<file path="src/rtl/car_warning_ctrl.sv">
// Seat-belt warning controller: sync + debounce door/ignition/belt switches, drive registered Alarm.
// Latency: a stable input change sampled at edge 1 reaches Alarm at edge SYNC_STAGES+DEB_CYCLES+1.
// Backpressure: none; free-running level-in/level-out block. Optional macro: ALARM_TIMEOUT_EN (auto-silence).
module car_warning_ctrl #(
    parameter int SYNC_STAGES    = 2,
    parameter int DEB_CYCLES     = 4,
    parameter int TIMEOUT_CYCLES = 1000
) (
    input  logic Clk,
    input  logic Rst_n,
    input  logic DoorClose,
    input  logic Ignition,
    input  logic SeatBelt,
    output logic Alarm
);

    // Debounce counter only needs to reach DEB_CYCLES-1 before the update edge.
    localparam int DW = (DEB_CYCLES > 1) ? $clog2(DEB_CYCLES) : 1;
    localparam logic [DW-1:0] DEB_LAST = DW'(DEB_CYCLES - 1);

    // Bit order used throughout: [2] door closed, [1] ignition on, [0] belt fastened.
    logic [2:0]    w_raw;
    logic [2:0]    w_sync;
    logic          w_cond;
    logic [2:0]    r_sync [SYNC_STAGES];
    logic [2:0]    r_filt;
    logic [DW-1:0] r_deb_cnt [3];

    assign w_raw  = {DoorClose, Ignition, SeatBelt};
    assign w_sync = r_sync[SYNC_STAGES-1];
    assign w_cond = r_filt[2] & r_filt[1] & ~r_filt[0];

    // Multi-flop synchronisers bring the asynchronous switch levels into the Clk domain.
    always_ff @(posedge Clk) begin
        if (!Rst_n) begin
            for (int k = 0; k < SYNC_STAGES; k++) begin
                r_sync[k] <= '0;
            end
        end else begin
            r_sync[0] <= w_raw;
            for (int k = 1; k < SYNC_STAGES; k++) begin
                r_sync[k] <= r_sync[k-1];
            end
        end
    end

    // Per-input debounce: filtered level moves only after DEB_CYCLES consecutive differing edges.
    always_ff @(posedge Clk) begin
        if (!Rst_n) begin
            r_filt <= '0;
            for (int i = 0; i < 3; i++) begin
                r_deb_cnt[i] <= '0;
            end
        end else begin
            for (int i = 0; i < 3; i++) begin
                if (w_sync[i] == r_filt[i]) begin
                    r_deb_cnt[i] <= '0;
                end else if (r_deb_cnt[i] == DEB_LAST) begin
                    r_filt[i]    <= w_sync[i];
                    r_deb_cnt[i] <= '0;
                end else begin
                    r_deb_cnt[i] <= r_deb_cnt[i] + 1'b1;
                end
            end
        end
    end

`ifdef ALARM_TIMEOUT_EN
    localparam int TW = $clog2(TIMEOUT_CYCLES + 1);
    localparam logic [TW-1:0] TLIM = TW'(TIMEOUT_CYCLES);

    logic [TW-1:0] r_to_cnt;
    logic          r_silenced;

    // Alarm with auto-silence: after TIMEOUT_CYCLES alarm edges it drops until cond goes away.
    always_ff @(posedge Clk) begin
        if (!Rst_n) begin
            r_to_cnt   <= '0;
            r_silenced <= 1'b0;
            Alarm      <= 1'b0;
        end else if (!w_cond) begin
            // Condition gone: re-arm so the next unfastening gets the full timeout again.
            r_to_cnt   <= '0;
            r_silenced <= 1'b0;
            Alarm      <= 1'b0;
        end else if (r_silenced) begin
            Alarm      <= 1'b0;
        end else if (r_to_cnt == TLIM) begin
            // Counter holds at the limit; the flag keeps the alarm quiet.
            r_silenced <= 1'b1;
            Alarm      <= 1'b0;
        end else begin
            r_to_cnt   <= r_to_cnt + 1'b1;
            Alarm      <= 1'b1;
        end
    end
`else
    // Alarm is a plain registered copy of the condition, so it cannot glitch.
    always_ff @(posedge Clk) begin
        if (!Rst_n) begin
            Alarm <= 1'b0;
        end else begin
            Alarm <= w_cond;
        end
    end
`endif

endmodule

</file>
<file path="config.mk">
export PLATFORM = sky130hd
export DESIGN_NAME = car_warning_ctrl
export DESIGN_NICKNAME = d
export VERILOG_FILES = /design/src/rtl/car_warning_ctrl.sv
export SDC_FILE = /design/constraint.sdc
export NUM_CORES = 1
export LEC_CHECK = 0
export CAP_MARGIN = 20
export CORE_AREA = 2 2 39 41
export CTS_CLUSTER_DIAMETER = 40
export DETAILED_ROUTE_END_ITERATION = 12
export DIE_AREA = 0 0 41 43
export PLACE_DENSITY = 0.67
export SETUP_SLACK_MARGIN = 0.4
export SLEW_MARGIN = 20
export SYNTH_ARGS = -nofsm -noshare
export SYNTH_HDL_FRONTEND = slang
export SYNTH_SLANG_ARGS = --single-unit
</file>
<file path="constraint.sdc">
create_clock -name Clk -period 1.5 [get_ports Clk]
set_input_delay 0.45 -clock Clk [delete_from_list [all_inputs] [get_ports Clk]]
set_output_delay 0.45 -clock Clk [all_outputs]
set_load 0.02 [all_outputs]
</file>
==> After elaboration in Yosys (flattened, before gate mapping) <==
Memory sizes are Yosys's and may differ from the RTL's.
Index checks and enable logic that the tools add are counted.
{ "totals": {"reg_bits": 4, "latch_bits": 0, "ramBits": 12, "romBits": 0, "inputBits": 5, "out_inout_bits": 1, "mem_count": 2} }
{ "memory_table": {"columns": ["name", "words", "word_bits", "read_ports", "rd_ports_with_merged_regs", "wr", "line", "text"], "rows": [
  ["r_deb_cnt", 3, 2, 3, 0, 3, "27", "logic [DW-1:0] r_deb_cnt [3];"],
  ["r_sync", 2, 3, 2, 0, 2, "25", "logic [2:0] r_sync [SYNC_STAGES];"]
]} }
{ "classes": {"n_addsub": 3, "n_mul": 0, "n_div": 0, "n_lt_le_gt_ge": 0, "n_eq_ne": 6, "shift": 0, "muxes": 46, "bitwise": 17, "reduce_logical": 3} }
{ "op_table": {"columns": ["op", "count"], "rows": [
  ["1-bit 2-to-1 mux", 35],
  ["2-bit 2-to-1 mux", 9],
  ["1-bit bitwise OR", 11],
  ["2-bit by 1-bit adder with 2-bit output (second input constant)", 3],
  ["2-bit == test (second input constant)", 3],
  ["3-bit 2-to-1 mux", 2],
  ["2-bit AND reduction", 3],
  ["1-bit NOT", 4],
  ["1-bit == test", 3],
  ["1-bit AND", 2]
]} }

==> Depth between registers and ports, before layout <==
Gate-level depths: netlist of the first run.
{ "logic_depth": {"word_depth": 7, "mapped_depth": 3, "mapped_depth_nobuf": 3} }

==> Worst setup path before layout of the first run <==
Ideal clock, no wire load.
{ "synth_path": {"kind": "reg-to-reg", "from": "memory r_deb_cnt[2][0] (netlist name)", "to": "memory r_deb_cnt[2][1] (netlist name) (data pin)", "setup_time_ps": 257, "arrival_ps": 850, "required_ps": 1243, "path_slack_ps": 393, "path_stages_with_launch": 3, "path_buffers": 0, "cell_sequence": "edfxtp_1 ha_1 and4bb_2"} }
{ "synth_lines": {"columns": ["element", "line"], "rows": [
  ["start, declared", "27"]
]} }

==> Worst setup path after layout of the first run <==
{ "layout_path": {"from": "register Alarm", "to": "output Alarm"} }
{ "layout_lines": {"columns": ["element", "line", "text"], "rows": [
  ["start, declared", "14", "output logic Alarm"],
  ["start signal, assigned", "103", "Alarm <= w_cond;"]
]} }
No word-level cell between the ends.

==> metrics.md, run 1 <==
| Metric | Value |
|---|---|
| R2r setup slk | 0.37 ns |
| Grt total ovfl | 0 |
| Period utilisation layout | 0.7758 |
| Die W | 41 um |
| Crit path max-delay family | flip-flops |
| Mapped cell area | ~610 um^2 |
| Vias | roughly 350 |
| Root Buffer Master | clkbuf_4 |
| P&R area growth vs syn | 32.38% |
| Synth Area in Compound Gates | 0 |
| Clk sinks | 16 |
| CTS tree | yes |
| Met1 WL | approximately 360 um |
| RR Startpoint | r_deb_cnt[2][0] |
| Reg2Reg Depth | 2 |
| First-pass iteration count of the detailed router | 2 |
| Die Y | 43 um |
| Hold Startpoint | r_sync[0][0] |
| Flops & latches, synth | 16 |
| Setup violations, final | 0 |
| Gpl congestion | 0.7067 |
| Drt initial violations | 1 |
| CP Launch Type | flop |
| Vias/cell | 4.645 |
| Status | finished, final reports clean |
| Leakage | between 0.2 and 0.3 nW |
| Max cap viols | 0 |
| Inserted Clock Buffers | 3 |
| Placed insts | 69 |
| Hold path depth | 1 |
| Routed wire length | 859 um |
| Post-synthesis area per instance | roughly 14 um^2 |
| Max Buffers Root-to-Sink | 2 |
| Row cnt | 14 |
| Synth Area in Adders | 0.06110 |
| Multiplexer share of the synthesized area | 0.04888 |
| RSZ-0062 raised after global routing | true |
| Final TNS setup | 0 ns |
| Pin count of the biggest net entering global routing | 11 |
| Vias in the first global route | ~380 |
| Post-synthesis xor/xnor area fraction | 0.04277 |
| Cells after Synth | 43 |
| Top layer in use | met4 |
| Post-DP HPWL | 630.3 um |
| H-tree level count | 1 |
| Clock transition at the registers of the reported paths | 0.08 ns |
| Initial Util | 0.4439 |
| Met2 Wirelength | 463 um |
| Crit path time final | 1.164 ns |
| Post-synth top area share | 0.3259 |
| Worst-path fanout max | 1 |
| Post-synthesis sequential area ratio | 0.6191 |
| Yosys cell types | 12 |
| Max IR drop VDD | 0.0004900 V |
| ANT cells | 0 |
| Met3 WL post-DR | 25 um |
| Worst path max stage delay | around 0.32 ns |
| First-pass GRT wire length | 1.476 mm |
| Core Area | 1384 um^2 |
| Buf/Inv on CP | 1 |
| Later-pin clock latency in the skew report | about 0.28 ns |
| Worst Path Arrival | 0.71 ns |
| Cell breakdown of the critical path | buf_6 |
| Top FF cell, synth | dfxtp_1 |
| Final layout net count | between 60 and 70 |
| Worst EP required | 1.05 ns |
| Final ANT Viol Nets | 0 |
| # hold bufs at CTS | 0 |
| CP max stage cell | dfxtp_2 |
| Reg-to-Reg End | r_deb_cnt[2][1] |
| Remaining DRCs | 0 |
| Worst clock skew | 0.007292 ns |
| Hold slack | ~0.44 ns |
| Synth warn | 0 |
| Antenna violations before repair | 0 |
| Drt wl/cell | approximately 11 um |
| Post-Synth Simple-Gate Area | 0.2138 |
| Die Footprint | 1763 um^2 |
| Commonest cells post-synth | 10 x dfxtp_1, 6 x and2_1, 6 x edfxtp_1 |
| Worst Hold Class | flop to flop |
| Worst slack at placement | 0.01435 ns |
| Top-count cell post-synth | dfxtp_1 |
| FMAX | 0.8594 GHz |
| Capturing element type of the critical path | primary output |
| WHS Endpoint | r_sync[0][3] |
| Final worst slack | 0.3364 ns |
| Main combinational cell family by area after synthesis | simple AND/OR/NAND/NOR gates |
| Synth area leader | dfxtp_1 |
| Fin util | 0.5877 |
| Kind of critical path | flop to primary output |
| Max Slew Vio Count | 0 |
| I/O Pins | 6 |
| Tot GR Track Use | 0.1324 |
| Proportion of layout cells with a drive suffix above 1 | 0.3167 |
| Ys async rst share | 0 |
| Finished Layout Cells | 76 |
| Number of synthesized flops with an enable pin | 6 |
| Largest cells by area after synthesis | dfxtp_1 33%, edfxtp_1 29%, and2_1 6.1% |
| Final hold violations | 0 |
| Port buffer count | 5 |
| Cell Pwr Density | 927.2 nW/um^2 |
-- state kept, by name (all words and copies together) (netlist names) --
signal / count
Alarm: 1
r_deb_cnt: 6
r_filt: 3
r_sync: 6
-- metrics by stage --
step           power (mW)  cell area, um^2
4_1_cts            0.7518            754.5
2_1_floorplan      0.5066            633.1
6_report           0.7541            813.3
3_3_place_gp       0.5249            705.7
5_1_grt            0.7917            813.3
3_5_place_dp       0.5267            705.7
-- worst max path at each step --
stage               startpoint         endpoint  slack [ns]  cells after the start
2_1_floorplan  r_deb_cnt[2][0]  r_deb_cnt[2][1]        0.41                      2
3_3_place_gp             Rst_n  r_deb_cnt[2][1]        0.03                      2
3_5_place_dp             Rst_n  r_deb_cnt[2][1]        0.01                      2
4_1_cts                  Alarm            Alarm        0.31                      1
5_1_grt        r_deb_cnt[1][0]  r_deb_cnt[1][0]        0.30                      3
6_report                 Alarm            Alarm        0.34                      1
-- kinds of logic after synthesis --
kind of cell | Yosys count
and+or+nand+nor | 16
DFF | 16
xor gates and xnor gates | 3
muxes | 3
adders and majority gates | 3
buffers and inverters | 1
other | 1
-- per-layer routing --
layer | vias up | global-route usage
met5 | - | 0
met4 | 0 | 0.1000
met3 | 2 | 0.03141
met2 | 5 | 0.2188
met1 | 165 | 0.1313
li1 | 181 | -
-- worst register-to-register path, delay by kind of cell, from the launching register on --
| family | cells | cell delay [ns] |
|---|---|---|
| flip-flops | 1 | 0.44 |
| adder cells (fa/ha/maj) | 1 | 0.24 |
| AND/OR/NAND/NOR | 1 | 0.21 |
-- cell usage in the layout, fill, tap and decap left out, types with 2 or more instances in the layout --
cell type | netlist | layout
dfxtp_1 | 10 | 9
and2_1 | 6 | 6
edfxtp_1 | 6 | 6
conb_1 | 1 | 6
buf_4 | 0 | 4
and4bb_2 | 3 | 3
mux2i_1 | 3 | 3
nor2b_1 | 3 | 3
ha_4 | 0 | 3
clkbuf_4 | 0 | 3
clkdlybuf4s50_1 | 0 | 3
xnor2_1 | 3 | 2
nor4b_2 | 0 | 2
-- power by group --
part | switching, mW | total, mW | internal (mW)
combinational | 0.0193 | 0.0549 | 0.0356
sequential | 0.0104 | 0.476 | 0.466
clock | 0.120 | 0.223 | 0.103
total | 0.149 | 0.754 | 0.605
-- area by class of cell --
| type | count | area, um^2 |
|---|---|---|
| Multi-Input combinational cell | 31 | 305.3 |
| Timing Repair Buffer | 9 | 80.08 |
| Fill cell | 118 | 570.5 |
| Sequential cell | 16 | 381.6 |
| Clock buffer | 4 | 26.28 |
| Tap cell | 16 | 20.02 |
-- timing repair --
item | in CTS | in global routing
cloned | 0 | 0
hold endpoints to repair | 0 | 0
gates resized for setup | 10 | 7
setup buffers | 2 | 1
endpoints found under the setup margin | 14 | 7
Power figures use the tool's default switching activity.
==> inputs of run 2 (changes only) <==
--- a/config.mk
+++ b/config.mk
@@ -6,11 +6,11 @@
 export NUM_CORES = 1
 export LEC_CHECK = 0
 export CAP_MARGIN = 20
-export CORE_AREA = 2 2 39 41
+export CORE_MARGIN = 1.5
+export CORE_UTILIZATION = 46
 export CTS_CLUSTER_DIAMETER = 40
 export DETAILED_ROUTE_END_ITERATION = 12
-export DIE_AREA = 0 0 41 43
-export PLACE_DENSITY = 0.67
+export PLACE_DENSITY = 0.69
 export SETUP_SLACK_MARGIN = 0.4
 export SLEW_MARGIN = 20
 export SYNTH_ARGS = -nofsm -noshare
==> constraint.sdc (replaced) <==
create_clock -name Clk -period 1 [get_ports Clk]
set_input_delay 0.3 -clock Clk [delete_from_list [all_inputs] [get_ports Clk]]
set_output_delay 0.3 -clock Clk [all_outputs]
set_load 0.02 [all_outputs]
==> metrics.md, run 2 (synthesized netlist as in run 1, its figures left out) <==
| Metric | Value |
|---|---|
| Fin util | 0.7511 (+0.1634) |
| Worst path max stage delay | 0.39 ns (+0.07 ns) |
| Grt total ovfl | 0 (unchanged) |
| Antenna violations before repair | 0 (unchanged) |
| FF/Latch Area | 387.9 um^2 (+1.6%) |
| Met2 Resource Use GR | 0.2910 (+0.07223) |
| Setup violations, final | 8 (+8) |
| Leakage | 0.3701 nW (+24%) |
| Capturing element type of the critical path | flop |
| Crit path time final | 1.130 ns |
| Final TNS setup | -0.6092 ns (-0.6092 ns) |
| Pin count of the biggest net entering global routing | 11 (unchanged) |
| CP max stage cell | edfxtp_1 |
| Root Buffer Master | clkbuf_4 |
| # fillers | 77 (-35%) |
| Final ANT Viol Nets | 0 (unchanged) |
| Die Footprint | 1564 um^2 (-11%) |
| Vias/cell | 4.785 (+3.0%) |
| Clk sinks | 16 (unchanged) |
| Final Instance Area | 879.6 um^2 (+8.2%) |
| Worst clock skew | 0.001110 ns (-0.006182 ns) |
| Vias | 378 (+7.1%) |
| Cell breakdown of the critical path | ha_2 -> and4bb_2 |
| Worst-path fanout max | 1 (unchanged) |
| Worst Hold Class | input port to flop |
| Max cap viols | 0 (unchanged) |
| Hold slack | 0.2278 ns (-0.2123 ns) |
| H-tree level count | 1 (unchanged) |
| Status | finished, violations left |
| Initial Util | 0.5246 (+0.08063) |
| Tot GR Track Use | 0.1689 (+0.03648) |
| Clock transition at the registers of the reported paths | 0.09 ns (about the same) |
| Multi-input gate area | 294.0 um^2 (-3.7%) |
| First-pass GRT wire length | 1.600 mm (+8.4%) |
| Max IR drop VDD | 0.001140 V (+130%) |
| Final worst slack | -0.1301 ns (-0.4664 ns) |
| ANT cells | 0 (unchanged) |
| Cell Pwr Density | 1384 nW/um^2 (+49%) |
| Buf/Inv on CP | 0 (-1) |
| Worst slack at placement | -0.3268 ns (-0.3411 ns) |
| CTS tree | yes |
| Final layout net count | 74 (+7.2%) |
| Biggest regs | r_deb_cnt: 6 flops, r_sync: 6 flops, r_filt: 3 flops |
| Proportion of layout cells with a drive suffix above 1 | 0.4308 (+0.1141) |
| Worst EP required | 1.04 ns (about the same) |
| Vias in the first global route | 384 (+0.52%) |
| Cell Area, Placed | 767.0 um^2 (+8.7%) |
| Final hold violations | 0 (unchanged) |
| I/O Pins | 6 (unchanged) |
| Period utilisation layout | 1.130 |
| P&R area growth vs syn | 43.18% |
| Inserted Clock Buffers | 3 (unchanged) |
| Drt wl/cell | 12.35 um (+9.3%) |
| RSZ-0062 raised after global routing | true |
| Row cnt | 12 (-2) |
| Drt initial violations | 1 (unchanged) |
| Violated checks | negative setup slack |
| Die Y | 39.55 um (-8.0%) |
| CP Launch Type | flop |
| Port buffer count | 5 (unchanged) |
| Kind of critical path | flop to flop |
| Die W | 39.55 um (-3.5%) |
| Max Buffers Root-to-Sink | 2 (unchanged) |
| Max Slew Vio Count | 0 (unchanged) |
| Gpl congestion | 0.7189 (+1.7%) |
| Grt peak-use layer | met2 |
| Routed wire length | 976 um (+14%) |
| First-pass iteration count of the detailed router | 2 (unchanged) |
| FMAX | 0.8849 GHz |
| Remaining DRCs | 0 (unchanged) |
| Core Area | 1171 um^2 (-15%) |
| Later-pin clock latency in the skew report | 0.28 ns (about the same) |
| Most frequent cells in the layout | 6 x and2_1, 6 x edfxtp_1, 6 x conb_1, 6 x dfxtp_1 |
| Worst Path Arrival | 1.17 ns (+0.46 ns) |
| Met1 Use GR | 0.1649 (+0.03356) |
| Crit path max-delay family | flip-flops |
| Grt met3 use | 0.08523 (+0.05381) |
==> run 2: path summary, 6_finish.rpt <==
path	from	endpoint	slack, ns	cells past startpoint
max	r_deb_cnt[1][1]	r_deb_cnt[1][1]	-0.13	2
max reg2reg	r_deb_cnt[1][1]	r_deb_cnt[1][1]	-0.13	2
min reg2reg	r_sync[0][1]	r_sync[0][4]	0.44	1
min	SeatBelt	r_sync[0][0]	0.23	2
==> run 2: through the flow <==
step                cells  total power [mW]
floorplan              48            0.7614
global placement       74            0.7951
detailed placement     74            0.8004
CTS                    79             1.225
global route           79             1.271
finish                 79             1.217
==> run 2: routing by layer <==
metal / part of all wire / routed length (um) / vias to the layer above
li1: - / - / 192
met1: 0.44 / 432 / 174
met2: 0.50 / 486 / 8
met3: 0.038 / 37 / 4
met4: 0.022 / 21 / 0
met5: 0 / 0 / -
==> run 2: repair_timing <==
action,in CTS,in global routing
buffers inserted,1,0
setup endpoints to repair,17,17
hold buffers,0,0
pin swaps,1,4
resized for setup,8,14
==> run 2: final cells by class <==
type                       instances  area share
clock buffer                       4     0.04125
timing repair buffer              14      0.1636
multi-input combinational         31      0.3343
tap                               14     0.01991
sequential                        16      0.4410
==> run 2: report_power, final <==
group | leakage, nW | internal, mW | switching, mW
logic | 0.203 | 0.0571 | 0.0331
registers | 0.146 | 0.697 | 0.0137
clock network | 0.0210 | 0.222 | 0.195
